**src/rtl/ysyx_wb_arb_pkg.sv**
```systemverilog
// Shared constants for the writeback arbiter: default widths and source encodings.
`ifndef YSYX_XLEN
`define YSYX_XLEN 64
`endif
`ifndef YSYX_ROB_SIZE
`define YSYX_ROB_SIZE 16
`endif

package ysyx_wb_arb_pkg;
  localparam logic SRC_ALU = 1'b0;
  localparam logic SRC_IOQ = 1'b1;
endpackage

```
**src/rtl/ysyx_wb_fifo.sv**
```systemverilog
// Small power-of-two FIFO holding one writeback source's pending results.
module ysyx_wb_fifo #(
  parameter int DEPTH = 2,
  parameter int WIDTH = 8,
  localparam int AW = $clog2(DEPTH),
  localparam int CW = AW + 1
) (
  input  logic             clock,
  input  logic             reset,
  input  logic             flush_i,
  input  logic             push_i,
  input  logic             pop_i,
  input  logic [WIDTH-1:0] din_i,
  output logic [WIDTH-1:0] head_o,
  output logic [CW-1:0]    count_o
);
  logic [WIDTH-1:0] mem_q [DEPTH];
  logic [AW-1:0]    wptr_q, rptr_q;
  logic [CW-1:0]    count_q, count_d;

  always_comb begin
    count_d = count_q;
    case ({push_i, pop_i})
      2'b10:   count_d = count_q + 1'b1;
      2'b01:   count_d = count_q - 1'b1;
      default: count_d = count_q;
    endcase
  end

  // Pointers are exactly log2(DEPTH) bits, so they wrap without extra logic.
  always_ff @(posedge clock or negedge reset) begin
    if (!reset) begin
      wptr_q  <= '0;
      rptr_q  <= '0;
      count_q <= '0;
    end else if (flush_i) begin
      wptr_q  <= '0;
      rptr_q  <= '0;
      count_q <= '0;
    end else begin
      if (push_i) wptr_q <= wptr_q + 1'b1;
      if (pop_i)  rptr_q <= rptr_q + 1'b1;
      count_q <= count_d;
    end
  end

  always_ff @(posedge clock) begin
    if (push_i && !flush_i) mem_q[wptr_q] <= din_i;
  end

  assign head_o  = mem_q[rptr_q];
  assign count_o = count_q;
endmodule

```
**src/rtl/ysyx_wb_arb.sv**
```systemverilog
// Round-robin arbiter merging ALU and in-order-queue writebacks into one registered port.
module ysyx_wb_arb
  import ysyx_wb_arb_pkg::*;
#(
  parameter int XLEN      = `YSYX_XLEN,
  parameter int ROB_SIZE  = `YSYX_ROB_SIZE,
  parameter int BUF_DEPTH = 2,
  localparam int TW = $clog2(ROB_SIZE) + 1
) (
  input  logic            clock,
  input  logic            reset,
  input  logic            flush_pipe,
  input  logic            s0_valid,
  output logic            s0_ready,
  input  logic [TW-1:0]   s0_dest,
  input  logic [XLEN-1:0] s0_result,
  input  logic [XLEN-1:0] s0_npc,
  input  logic            s1_valid,
  output logic            s1_ready,
  input  logic [TW-1:0]   s1_dest,
  input  logic [XLEN-1:0] s1_result,
  input  logic [XLEN-1:0] s1_npc,
  output logic            wb_valid,
  output logic [TW-1:0]   wb_dest,
  output logic [XLEN-1:0] wb_result,
  output logic [XLEN-1:0] wb_npc,
  output logic            wb_src
);
  localparam int PW = TW + 2 * XLEN;
  localparam int CW = $clog2(BUF_DEPTH) + 1;
  localparam logic [CW-1:0] FULL = CW'(BUF_DEPTH);

  logic [PW-1:0] head0, head1, win;
  logic [CW-1:0] cnt0, cnt1;
  logic          ne0, ne1, push0, push1, pop0, pop1, grant, gsrc;

  logic            wb_valid_q, wb_valid_d, wb_src_q, wb_src_d, last_q, last_d;
  logic [TW-1:0]   wb_dest_q, wb_dest_d;
  logic [XLEN-1:0] wb_result_q, wb_result_d, wb_npc_q, wb_npc_d;

  assign s0_ready = (cnt0 < FULL);
  assign s1_ready = (cnt1 < FULL);
  assign push0    = s0_valid && s0_ready && !flush_pipe;
  assign push1    = s1_valid && s1_ready && !flush_pipe;
  assign ne0      = (cnt0 != '0);
  assign ne1      = (cnt1 != '0);

  ysyx_wb_fifo #(.DEPTH(BUF_DEPTH), .WIDTH(PW)) u_fifo0 (
    .clock(clock), .reset(reset), .flush_i(flush_pipe), .push_i(push0), .pop_i(pop0),
    .din_i({s0_dest, s0_result, s0_npc}), .head_o(head0), .count_o(cnt0)
  );

  ysyx_wb_fifo #(.DEPTH(BUF_DEPTH), .WIDTH(PW)) u_fifo1 (
    .clock(clock), .reset(reset), .flush_i(flush_pipe), .push_i(push1), .pop_i(pop1),
    .din_i({s1_dest, s1_result, s1_npc}), .head_o(head1), .count_o(cnt1)
  );

  always_comb begin
    grant       = (ne0 || ne1) && !flush_pipe;
    gsrc        = (ne0 && ne1) ? ~last_q : (ne1 ? SRC_IOQ : SRC_ALU);
    pop0        = grant && (gsrc == SRC_ALU);
    pop1        = grant && (gsrc == SRC_IOQ);
    win         = (gsrc == SRC_IOQ) ? head1 : head0;
    wb_valid_d  = grant;
    wb_src_d    = wb_src_q;
    wb_dest_d   = wb_dest_q;
    wb_result_d = wb_result_q;
    wb_npc_d    = wb_npc_q;
    last_d      = last_q;
    if (flush_pipe) begin
      last_d = SRC_IOQ;
    end else if (grant) begin
      {wb_dest_d, wb_result_d, wb_npc_d} = win;
      wb_src_d = gsrc;
      last_d   = gsrc;
    end
  end

  // last_q resets to the IOQ encoding so the ALU side wins the first tie.
  always_ff @(posedge clock or negedge reset) begin
    if (!reset) begin
      wb_valid_q  <= 1'b0;
      wb_src_q    <= SRC_ALU;
      wb_dest_q   <= '0;
      wb_result_q <= '0;
      wb_npc_q    <= '0;
      last_q      <= SRC_IOQ;
    end else begin
      wb_valid_q  <= wb_valid_d;
      wb_src_q    <= wb_src_d;
      wb_dest_q   <= wb_dest_d;
      wb_result_q <= wb_result_d;
      wb_npc_q    <= wb_npc_d;
      last_q      <= last_d;
    end
  end

  assign wb_valid  = wb_valid_q;
  assign wb_src    = wb_src_q;
  assign wb_dest   = wb_dest_q;
  assign wb_result = wb_result_q;
  assign wb_npc    = wb_npc_q;

  // Destination 0 is reserved; a valid writeback must name a real ROB slot.
  a_s0_dest: assert property (@(posedge clock) disable iff (!reset) s0_valid |-> (s0_dest != '0));
  a_s1_dest: assert property (@(posedge clock) disable iff (!reset) s1_valid |-> (s1_dest != '0));
endmodule

```
**config.mk**
```make
export PLATFORM = sky130hd
export DESIGN_NAME = ysyx_wb_arb
export DESIGN_NICKNAME = d
export VERILOG_FILES = /design/src/rtl/ysyx_wb_arb_pkg.sv /design/src/rtl/ysyx_wb_fifo.sv /design/src/rtl/ysyx_wb_arb.sv
export SDC_FILE = /design/constraint.sdc
export NUM_CORES = 1
export LEC_CHECK = 0
export BUFFER_PORTS_ARGS = -buffer_cell sky130_fd_sc_hd__buf_2
export CORE_MARGIN = 1
export CORE_UTILIZATION = 59
export DETAILED_ROUTE_END_ITERATION = 10
export GPL_TIMING_DRIVEN = 0
export PLACE_DENSITY = 0.83
export REMOVE_ABC_BUFFERS = 1
export SETUP_SLACK_MARGIN = 0.5
export SLEW_MARGIN = 20
export SYNTH_ARGS = -nofsm -noshare
export SYNTH_HDL_FRONTEND = slang
export SYNTH_SLANG_ARGS = --single-unit
export TNS_END_PERCENT = 50
```
**constraint.sdc**
```tcl
create_clock -name clock -period 31.5 [get_ports clock]
set_input_delay 1.575 -clock clock [delete_from_list [all_inputs] [get_ports clock]]
set_output_delay 1.575 -clock clock [all_outputs]
set_load 0.005 [all_outputs]
```
==> flow_summary.json <==
{
  "final_antenna_net_count": 0,
  "hold_viol": 0,
  "synth_ff_type": "edfxtp_1",
  "path_cells": "buf_2 -> nor2b_1 -> nor3b_2 -> buf_4 -> buf_6 -> buf_4 -> buf_4 -> buf_4 -> buf_4 -> buf_4",
  "netlist_area_um2": 25000,
  "max_slew_margin_pct": 50.4,
  "yosys_warnings": 0,
  "final_cell_mix": "edfxtp_1, buf_2, mux2i_1",
  "p_leak_nw": 11.5,
  "drive_gt1_share_pct": 35.4,
  "worst_setup_path_end_kind": "flip-flop",
  "ys_ff_latch": 676,
  "outcome": "finished clean",
  "fin_ws_ns": 27.81,
  "grt_pass1_vias": 15600,
  "antenna_found_initial": 26,
  "grt_overflow": 0,
  "clockBufferDepth": 3,
  "dieArea_um2": 43200,
  "setup_tns_ns": 0,
  "final_nets": 2080,
  "worst-path-max-fanout": 9,
  "io_pins": 408,
  "root_buffer": "clkbuf_16",
  "dpl_worst_slack_ns": 27.25,
  "finalCritPeriodShare_pct": 11.7,
  "crit_top_cell": "buf_4",
  "initial_utilization_pct": 59.8,
  "fp.dieW_um": 208,
  "grt_max_degree": 78,
  "slew_viol_final": 0,
  "clock.fmax_mhz": 271,
  "synth-edff-count": 532,
  "fp.coreArea_um2": 41900,
  "via_per_inst": 6.03,
  "rsz0062_at_grt": "false",
  "cap_violations": 0,
  "grt_usage_pct": 28.1,
  "cts_setup_buffers": 0,
  "min_path_type": "reg2reg",
  "dr.pass1.iters": 5,
  "wire_per_inst_um": 25.1,
  "syn_avg_cell_area_um2": 18.8,
  "critical_path_class": "in2reg",
  "totalWireLength_um": 60600,
  "finClkSkew_ns": 0.0137,
  "async_flop_share_pct": 21.3,
  "drtIter0Drc": 1293,
  "p_per_area_nw_per_um2": 77.3,
  "critical-path-max-stage-delay_ns": 0.49,
  "rows": 75,
  "max_slew.worst_pin.slew_ns": 0.741,
  "final_common_cell": "edfxtp_1",
  "die_y_um": 208,
  "netlist_instances": 1329,
  "cts_resized": 0,
  "finalPower_w": 0.00237,
  "cts_tree": "yes",
  "port_buffers": 407,
  "grt_pass1_wl_um": 91200,
  "worst_path_max_delay_cell": "nor3b_2",
  "drc": 0,
  "cts_buffers": 66,
  "place_congestion": 0.776,
  "cts_hold_buf": 0,
  "path_clk_slew_ns": 0.06,
  "via_count": 14600,
  "postLayoutCoreUtil_pct": 73.2,
  "yosysSeqAreaShare_pct": 78.2,
  "r2r_slack_ns": 28.42,
  "n_fill_cell": 2370,
  "worst_setup_path_start_kind": "input port",
  "max-vdd-ir-drop_uv": 58.0,
  "dp_hpwl_um": 38800,
  "htree_levels": 3,
  "area_delta_synth_final_pct": 22.4,
  "critical_path_required_ns": 31.79,
  "clock_sinks": 676,
  "synth_cell_types": 33,
  "finalSetupViolations": 0,
  "clock_latency_ns": 0.58,
  "cp.arrival_ns": 3.98,
  "fin_crit_ns": 3.69
}
==> path summary, 6_finish.rpt <==
path,start,to,depth (start not counted)
worst max-delay path,s1_valid,u_fifo1.mem_q[0][60]$_DFFE_PP_,10
worst min-delay path,wb_result[14]$_DFFE_PN0P_,wb_result[14]$_DFFE_PN0P_,2
worst max register to register,u_fifo0.count_o[1]$_DFFE_PN0P_,u_fifo0.mem_q[1][31]$_DFFE_PP_,8
worst min register to register,wb_result[14]$_DFFE_PN0P_,wb_result[14]$_DFFE_PN0P_,2
max in group asynchronous,reset,wb_result[15]$_DFFE_PN0P_,2
min in group asynchronous,reset,wb_result[47]$_DFFE_PN0P_,1
==> metal layers <==
metal / wire (µm) / up-vias / GRT usage, %
met5: 97 / - / 0
met4: 2230 / 16 / 13.5
met3: 5030 / 161 / 6.72
met2: 30500 / 741 / 46.5
met1: 22800 / 7408 / 35.2
li1: - / 6239 / -
==> per-stage QoR <==
step	hold WS, ns	instance area, µm²	instances
floorplan	0.471	24600	1253
global placement	0.460	27300	2199
detailed placement	0.468	28500	2280
CTS	0.484	30600	2399
global route	0.510	30600	2416
finish	0.480	30600	2417
==> cell usage after synthesis (2+ instances only) <==
cell type  count  share of area, %
nand2_1      136               2.0
xnor2_1        4              0.14
edfxtp_1     532                64
buf_6          9              0.41
nor3_1         2             0.040
buf_1          3             0.045
nor3b_1        2             0.060
buf_2         36              0.72
o221ai_2      62               3.7
buf_4          9              0.27
inv_1          4             0.060
dfrtp_1      143                14
xor2_1         3              0.11
o21ai_0        2             0.040
clkbuf_1      19              0.29
mux2i_1      266                11
o221ai_1      71               2.5
nor2_1         8              0.12
a21oi_1        3             0.060
nor2_4         2             0.090
==> flip-flops by register name, indices dropped and copies added (netlist names) <==
signal           cells
wb_valid             1
u_fifo1.rptr_q       1
u_fifo1.mem_q      266
wb_dest              5
u_fifo0.rptr_q       1
wb_src               1
u_fifo0.mem_q      266
last_q               1
u_fifo1.wptr_q       1
wb_npc              64
u_fifo1.count_o      2
u_fifo0.wptr_q       1
wb_result           64
u_fifo0.count_o      2
==> area by class of cell <==
class                   instances  area [µm²]  area share (%)
diodes                         18        45.0           0.147
clock buffers                 101        2010            6.57
clock inverters                18         120           0.392
inverters                       4        15.0          0.0490
multi-input cells             573        5040            16.4
flip-flops and latches        676       19600            63.9
well taps                     539         674            2.20
repair buffers                488        3140            10.2
==> report_power, final <==
part | switching, W | internal (W)
registers | 0.0000652 | 0.00108
clock network | 0.000322 | 0.000450
logic | 0.000244 | 0.000205
total | 0.000631 | 0.00174
==> critical path, delay by kind of cell <==
kind / cells / cell delay [ns]
buffers and inverters: 8 / 1.56
and+or+nand+nor: 2 / 0.82
==> cells by family after synthesis <==
logic type	Yosys count	share of synthesized area [%]
buffers and inverters	80	1.78
XOR/XNOR	7	0.245
AO/OA/AOI/OAI	144	6.59
flip-flops	676	78.2
AND/OR/NAND/NOR	156	2.50
multiplexers	266	10.6
Power figures use the tool's default switching activity.
